--- src/rtl/mult_pkg.sv ---
// Shared definitions for the sequential multiplier: state encoding, legal
// WIDTH range and the step-counter width helper.
package mult_pkg;

    localparam logic [1:0] ST_IDLE = 2'd0;
    localparam logic [1:0] ST_CALC = 2'd1;
    localparam logic [1:0] ST_DONE = 2'd2;

    typedef enum logic [1:0] {
        IDLE = ST_IDLE,
        CALC = ST_CALC,
        DONE = ST_DONE
    } state_t;

    localparam int WIDTH_MIN = 2;
    localparam int WIDTH_MAX = 32;

    // The counter must hold the value WIDTH itself, hence WIDTH+1.
    function automatic int cnt_w(input int width);
        return $clog2(width + 1);
    endfunction

endpackage

--- src/rtl/fa.sv ---
// Single-bit full adder cell from the arithmetic library.
module fa (
    input  logic a,
    input  logic b,
    input  logic ci,
    output logic s,
    output logic co
);

    assign s  = a ^ b ^ ci;
    assign co = (a & b) | (ci & (a ^ b));

endmodule

--- src/rtl/rca_add.sv ---
// Parametrised N-bit ripple-carry adder built as a chain of fa cells.
module rca_add #(
    parameter int N = 4
) (
    input  logic [N-1:0] x,
    input  logic [N-1:0] y,
    input  logic         cin,
    output logic [N-1:0] sum,
    output logic         cout
);

    logic [N:0] c;

    assign c[0] = cin;

    for (genvar i = 0; i < N; i++) begin : g_bit
        fa u_fa (
            .a (x[i]),
            .b (y[i]),
            .ci(c[i]),
            .s (sum[i]),
            .co(c[i+1])
        );
    end

    assign cout = c[N];

endmodule

--- src/rtl/seq_mult.sv ---
// Sequential shift-add multiplier: sign-magnitude core, WIDTH cycles per product,
// valid/ready on both sides, registered 2*WIDTH-bit result.
module seq_mult
    import mult_pkg::*;
#(
    parameter int WIDTH = 4
) (
    input  logic               clk,
    input  logic               rst,
    input  logic               in_valid,
    output logic               in_ready,
    input  logic [WIDTH-1:0]   a,
    input  logic [WIDTH-1:0]   b,
    input  logic               signed_mode,
    output logic               out_valid,
    input  logic               out_ready,
    output logic [2*WIDTH-1:0] p
);

    localparam int CW = cnt_w(WIDTH);

    if (WIDTH < WIDTH_MIN || WIDTH > WIDTH_MAX) begin : g_bad_width
        $error("seq_mult: WIDTH out of range");
    end

    state_t               state, state_nxt;
    logic [WIDTH-1:0]     mcand, mplier;
    logic [2*WIDTH-1:0]   acc, acc_step, neg_sum;
    logic [CW-1:0]        cnt;
    logic                 neg;
    logic [WIDTH:0]       add_sum;
    logic                 add_cout_unused;
    logic                 neg_cout_unused;

    // Magnitude of a captured operand; -2^(WIDTH-1) maps to 2^(WIDTH-1) unsigned.
    function automatic logic [WIDTH-1:0] mag(input logic [WIDTH-1:0] v, input logic sm);
        return (sm && v[WIDTH-1]) ? (~v + WIDTH'(1)) : v;
    endfunction

    always_ff @(posedge clk or posedge rst) begin
        if (rst) state <= IDLE;
        else     state <= state_nxt;
    end

    always_comb begin
        state_nxt = state;
        in_ready  = 1'b0;
        out_valid = 1'b0;
        case (state)
            IDLE: begin
                in_ready = 1'b1;
                if (in_valid) state_nxt = CALC;
            end
            CALC: begin
                if (cnt == CW'(1)) state_nxt = DONE;
            end
            DONE: begin
                out_valid = 1'b1;
                if (out_ready) state_nxt = IDLE;
            end
            default: state_nxt = IDLE;
        endcase
    end

    rca_add #(.N(WIDTH + 1)) u_acc_add (
        .x   ({1'b0, acc[2*WIDTH-1:WIDTH]}),
        .y   ({1'b0, mcand}),
        .cin (1'b0),
        .sum (add_sum),
        .cout(add_cout_unused)
    );

    // Upper half absorbs the conditional add, then the whole accumulator shifts right.
    assign acc_step = {(mplier[0] ? add_sum : {1'b0, acc[2*WIDTH-1:WIDTH]}), acc[WIDTH-1:1]};

    rca_add #(.N(2 * WIDTH)) u_neg (
        .x   (~acc_step),
        .y   ('0),
        .cin (1'b1),
        .sum (neg_sum),
        .cout(neg_cout_unused)
    );

    always_ff @(posedge clk or posedge rst) begin
        if (rst) begin
            mcand  <= '0;
            mplier <= '0;
            acc    <= '0;
            cnt    <= '0;
            neg    <= 1'b0;
            p      <= '0;
        end else begin
            case (state)
                IDLE: begin
                    if (in_valid) begin
                        mcand  <= mag(a, signed_mode);
                        mplier <= mag(b, signed_mode);
                        neg    <= signed_mode & (a[WIDTH-1] ^ b[WIDTH-1]);
                        cnt    <= CW'(WIDTH);
                        acc    <= '0;
                    end
                end
                CALC: begin
                    acc    <= acc_step;
                    mplier <= mplier >> 1;
                    cnt    <= cnt - CW'(1);
                    // Negating a zero magnitude yields zero, so no -0 can appear.
                    if (cnt == CW'(1)) p <= neg ? neg_sum : acc_step;
                end
                default: ;
            endcase
        end
    end

endmodule

--- config.mk ---
export PLATFORM = sky130hd
export DESIGN_NAME = seq_mult
export DESIGN_NICKNAME = d
export VERILOG_FILES = /design/src/rtl/mult_pkg.sv /design/src/rtl/fa.sv /design/src/rtl/rca_add.sv /design/src/rtl/seq_mult.sv
export SDC_FILE = /design/constraint.sdc
export NUM_CORES = 1
export LEC_CHECK = 0
export ABC_CLOCK_PERIOD_IN_PS = 3600
export CAP_MARGIN = 20
export CELL_PAD_IN_SITES_DETAIL_PLACEMENT = 0
export CELL_PAD_IN_SITES_GLOBAL_PLACEMENT = 1
export CORE_MARGIN = 2
export CORE_UTILIZATION = 45
export CTS_CLUSTER_DIAMETER = 150
export DETAILED_ROUTE_END_ITERATION = 12
export GPL_TIMING_DRIVEN = 0
export PLACE_DENSITY_LB_ADDON = 0.1
export SYNTH_ARGS = -nofsm -noshare
export SYNTH_HDL_FRONTEND = slang
export SYNTH_SLANG_ARGS = --single-unit
--- constraint.sdc ---
create_clock -name clk -period 3.6 [get_ports clk]
set_input_delay 0.54 -clock clk [delete_from_list [all_inputs] [get_ports clk]]
set_output_delay 0.54 -clock clk [all_outputs]
set_load 0.005 [all_outputs]
Word level (Yosys, flattened, before mapping). Index checks and enable logic that the tools add are counted.

Add/sub/neg operators: 3. Equal/unequal tests: 6. Mux-type cells: 16. Bitwise gates (word level): 36. Reduce and logical (&&, ||, !) cells: 8.

Operator list (count): $mux W8 (2); $pmux W8 S2 (1); $xor A1 B1 Y1 (15); $and A1 B1 Y1 (14); $mux W4 (3); $add A4 B1 Y4 const B (2); $not A4 Y4 (2); $not A8 Y8 (1); $pmux W4 S2 (1); $mux W2 (3); $ne A2 B2 Y1 const B (3); $pmux W2 S3 (1); $pmux W3 S2 (1); $reduce_and A2 Y1 (3); $mux W5 (1); $eq A3 B1 Y1 const B (1); $mux W3 (1); $or A1 B1 Y1 (3); $reduce_and A3 Y1 (1); $sub A3 B1 Y3 const B (1); $eq A2 B1 Y1 const B (1); $eq A2 B2 Y1 const B (1); $logic_and A1 B1 Y1 (2); $logic_not A2 Y1 (1); 3 further kinds (4).

Register bits after elaboration: 30. Input bits: 13. Output and inout port bits: 10. Word-level logic and storage cells: 76.

Longest topological paths before layout.
Depth in word-level cells: 17. Gate-level depth with buffers: 9. Gate-level depth less buffers: 9.

Modules after synthesis. From an unflattened synthesis, not the netlist that was laid out.

Cells, all modules: 165. Area, all modules: 1740.4 µm².

By module, submodules not included: seq_mult (instances 1, cells an instance 152, area an instance 1480.2 µm², sequential area each 725.7 µm²); fa (instances 13, cells an instance 1, area an instance 20.0 µm², sequential area each 0.0 µm²).

Least setup slack after synthesis. No wires, ideal clock.

Path kind: reg2reg. From: reg acc[4]. To: reg p[7]. Setup time: 0.065 ns. Arrival: 2.397 ns. Required time: 3.535 ns. Path slack: 1.138 ns. Stages on the path, launching flop included: 9. Buffers on the path: 0. Period minus slack after synthesis: 2.462 ns. Path through: dfrtp_1 > ha_1 > fa_1 > fa_1 > inv_1 > fa_1 > a21bo_2 > a221oi_1 > o22a_1.

Cells in the longest elaborated chain, start to end: 11. Elaborated cells between the ends (all ways): 19. Those cells by class: 2 x mux; 17 x bitwise.

Ends and longest elaborated chain: start, declared (RTL line seq_mult.sv:28) `logic [2*WIDTH-1:0] acc, acc_step, neg_sum;`; start signal, assigned (RTL line seq_mult.sv:104) `acc <= acc_step;`; $and A1 B1 Y1 (2 in series) (RTL line fa.sv:11) `assign co = (a & b) | (ci & (a ^ b));`; $or A1 B1 Y1 (RTL line fa.sv:11); $and A1 B1 Y1 (RTL line fa.sv:11); $or A1 B1 Y1 (RTL line fa.sv:11); $and A1 B1 Y1 or $xor A1 B1 Y1 (tied branches) (RTL line fa.sv:11, fa.sv:10); $or A1 B1 Y1 or $mux W5 (tied branches) (RTL line fa.sv:11, seq_mult.sv:74); $mux W5 * (RTL line seq_mult.sv:74) `assign acc_step = {(mplier[0] ? add_sum : {1'b0, acc[2*WIDTH-1:WIDTH]}), acc[WIDTH-1:1]};`; $not A8 Y8 or $and A1 B1 Y1 (tied branches) (RTL line seq_mult.sv:77, fa.sv:11); $xor A1 B1 Y1 (RTL line fa.sv:10) `assign s = a ^ b ^ ci;`; $mux W8 * (RTL line seq_mult.sv:108) `if (cnt == CW'(1)) p <= neg ? neg_sum : acc_step;`; end signal, assigned (RTL line seq_mult.sv:108); end, declared (RTL line seq_mult.sv:17) `output logic [2*WIDTH-1:0] p`.

Mark *: on every way between the ends. The rest lies on a longest branch, timed or not. A chain may end at the register's enable or synchronous reset.

Final worst setup path. Same ends and word-level chain as after synthesis.

==> results.md <==
- Nets@finish: 216
- Final Hold Viols: 0
- Worst path bufs/invs: 1
- Element type at the critical path start: register
- Clock sinks: 29
- Root Driver: clkbuf_4
- Drt via density: 5.18
- PwrDens: 800 nW/um2
- Fin crit period: between 2 and 3 ns
- Crit path max fanout: 3
- Post-Place Setup Slack: 0.989 ns
- PnR worst setup slack: between 0.9 and 1 ns
- Fin area: 1980 um2
- Avg Cell Area, Syn: 10.2 um2
- 1st-pass router iterations: 4
- Core ar.: 3420 um2
- Top_reg_cell synth: dfrtp_1
- Die width: 64.3 um
- Critical path class: reg2reg
- Post-CTS Repair Setup Buffers: 0
- Distinct cells, synth: 37
- Max Root-Sink Buffers: 2
- GRT Total Usage: 0.186
- Post-detail-place hpwl: 2.44 mm
- Relative slew slack: 0.597
- Final Cycle Share: 0.741
- Synth Register Bits: 29
- Fin Clk Skew: 0.0138 ns
- Mapped cell area: 1640 um2
- Initial DRC count: 78
- Syn. warnings: 0
- Core Rows: 21
- Final Wtd Congestion: ~0.73
- Top-Level Pins: 23
- Post-synth EDFFs: 0
- CP cell instances: ha_1 > fa_1 > fa_1 > inv_1 > fa_1 > a21bo_2 > a221oi_1 > o22a_1
- Area Overhead vs Synth: 21.3%
- Cell mode on critical path: fa_1
- Cts bufs inserted: 5
- Status: completed
- GR Overflow Total: 0
- CP Data Required Time: 3.88 ns
- Most common cell after layout, fill and taps aside: dfrtp_1
- Post-CTS sizing: 0
- Crit path DAT: 2.95 ns
- ANT cells: 0
- Leading cell types in the layout, fill and taps excluded: dfrtp_1 (29), clkdlybuf4s50_1 (22), nand3_1 (16)
- DR vias: ~1200
- Async SR Flop Fraction: 1.00
- CTS Hold Bufs: 0
- Number of global-route vias before repair: 1235
- VDD IR max: approximately 330 uV
- Min-Delay Path Class: reg2reg
- CTS H-tree lvls: 2
- Largest net degree at the start of global routing: 30
- Starting Density: 0.479
- Slew @ Worst Pin: between 0.6 and 0.7 ns
- Post-Route WL: between 3 and 4 mm
- Crit. End Element: register
- Placed cell areas: roughly 1900 um2
- Tot Pwr: 1.59 mW
- PortBufs: 22
- Post-DRT Antenna Nets: 0
- Initial antenna violation count: 0
- DRC: 0
- Die Y: 64.3 um
- Post-synthesis sequential area ratio: 0.444
- Setup tns final: 0 ns
- Mapped Cells: 160
- Static Leak: roughly 0.91 nW
- Layout cell share with drive strength beyond 1: 0.136
- Global-route wire length before repair: 5.76 mm
- Delay-heaviest family, CP: adder cells
- Peak Freq: 0.375 GHz
- RSZ-0062 raised after global routing: false
- Clk slew on worst S/H paths: 0.11 ns
- Worst-Skew Late Latency: 0.33 ns
- CTS tree: built
- Crit path max-delay cell type: fa_1
- Net Count, Synth: 186
- Max-slew violation count: 0
- Maximum capacitance violations: 0
- WL/cell: 14.0 um
- Critical path's largest stage delay: 0.44 ns
- Die area: between 4000 and 5000 um2
- Final Setup Violations: 0
- Final Util: 0.581
[metal layers]
layer  wire length, um  up-vias  track usage
li1                  -      619            -
met1              1590      577        0.237
met2              1540       25        0.305
met3               126        6       0.0528
met4                51        0       0.0638
met5                 0        -            0
[final cells by class]
cell class,count,area (um2)
plain buffers,7,47.5
multi-input cells,109,806
fillers,315,1430
well taps,46,57.6
flip-flops and latches,29,726
inverters,15,56.3
repair buffers,23,235
clock buffers,5,37.5
clock inverters,3,17.5
[report_power, final]
part	total (mW)	internal, mW	switching [mW]
sequential	0.563	0.467	0.0961
combinational	0.826	0.405	0.422
clock	0.197	0.0735	0.123
total	1.59	0.945	0.641
[synth_stat cells (2+ instances only)]
cell type / n / area [um2]
a21oi_1: 2 / 10.0
a31oi_1: 2 / 12.5
buf_2: 5 / 25.0
buf_6: 2 / 22.5
dfrtp_1: 29 / 726
fa_1: 3 / 60.1
ha_1: 10 / 125
inv_1: 15 / 56.3
mux2_2: 3 / 33.8
mux2i_1: 7 / 70.1
nand2_1: 13 / 48.8
nand2b_1: 2 / 12.5
nand3_1: 16 / 80.1
nand3b_1: 2 / 15.0
nor2_1: 6 / 22.5
nor2b_1: 2 / 12.5
o211ai_2: 2 / 25.0
o21ai_0: 5 / 25.0
o21ai_1: 13 / 65.1
o31ai_1: 2 / 15.0
xor2_1: 3 / 26.3
[final timing paths]
check,endpoint,start,cells past startpoint,slack (ns)
max in group asynchronous,acc[5]$_DFFE_PP0P_,rst,3,2.52
min reg2reg,mplier[2]$_DFFE_PP0P_,mplier[3]$_DFFE_PP0P_,2,0.50
min in group asynchronous,acc[4]$_DFFE_PP0P_,rst,2,0.56
min,mplier[2]$_DFFE_PP0P_,mplier[3]$_DFFE_PP0P_,2,0.50
max reg2reg,p[7]$_DFFE_PP0P_,acc[4]$_DFFE_PP0P_,8,0.93
max,p[7]$_DFFE_PP0P_,acc[4]$_DFFE_PP0P_,8,0.93
[flip-flops by register name, indices dropped and copies added, names as in the netlist]
signal  cells
mcand       4
state       2
mplier      4
p           8
neg         1
cnt         3
acc         7
[per-stage QoR]
| step | instances | hold slack, ns |
|---|---|---|
| after floorplan | 160 | 0.457 |
| after global placement | 228 | 0.467 |
| after detailed placement | 228 | 0.474 |
| after CTS | 236 | 0.497 |
| after global routing | 237 | 0.516 |
| final | 237 | 0.496 |
[worst min-delay path: stages, from the launching register on]
cell,delay [ns]
dfrtp_1,0.36
nand2_1,0.06
o211ai_2,0.05
[cells by family after synthesis]
group                    after synthesis  share of synthesized area
multiplexers                          11                     0.0727
AND/OR/NAND/NOR                       47                      0.153
flip-flops                            29                      0.444
buffers and inverters                 22                     0.0635
XOR/XNOR                               3                     0.0161
adder cells (fa/ha/maj)               13                      0.113
AO/OA/AOI/OAI                         35                      0.138
No activity file was read; power rests on OpenSTA's default activity.
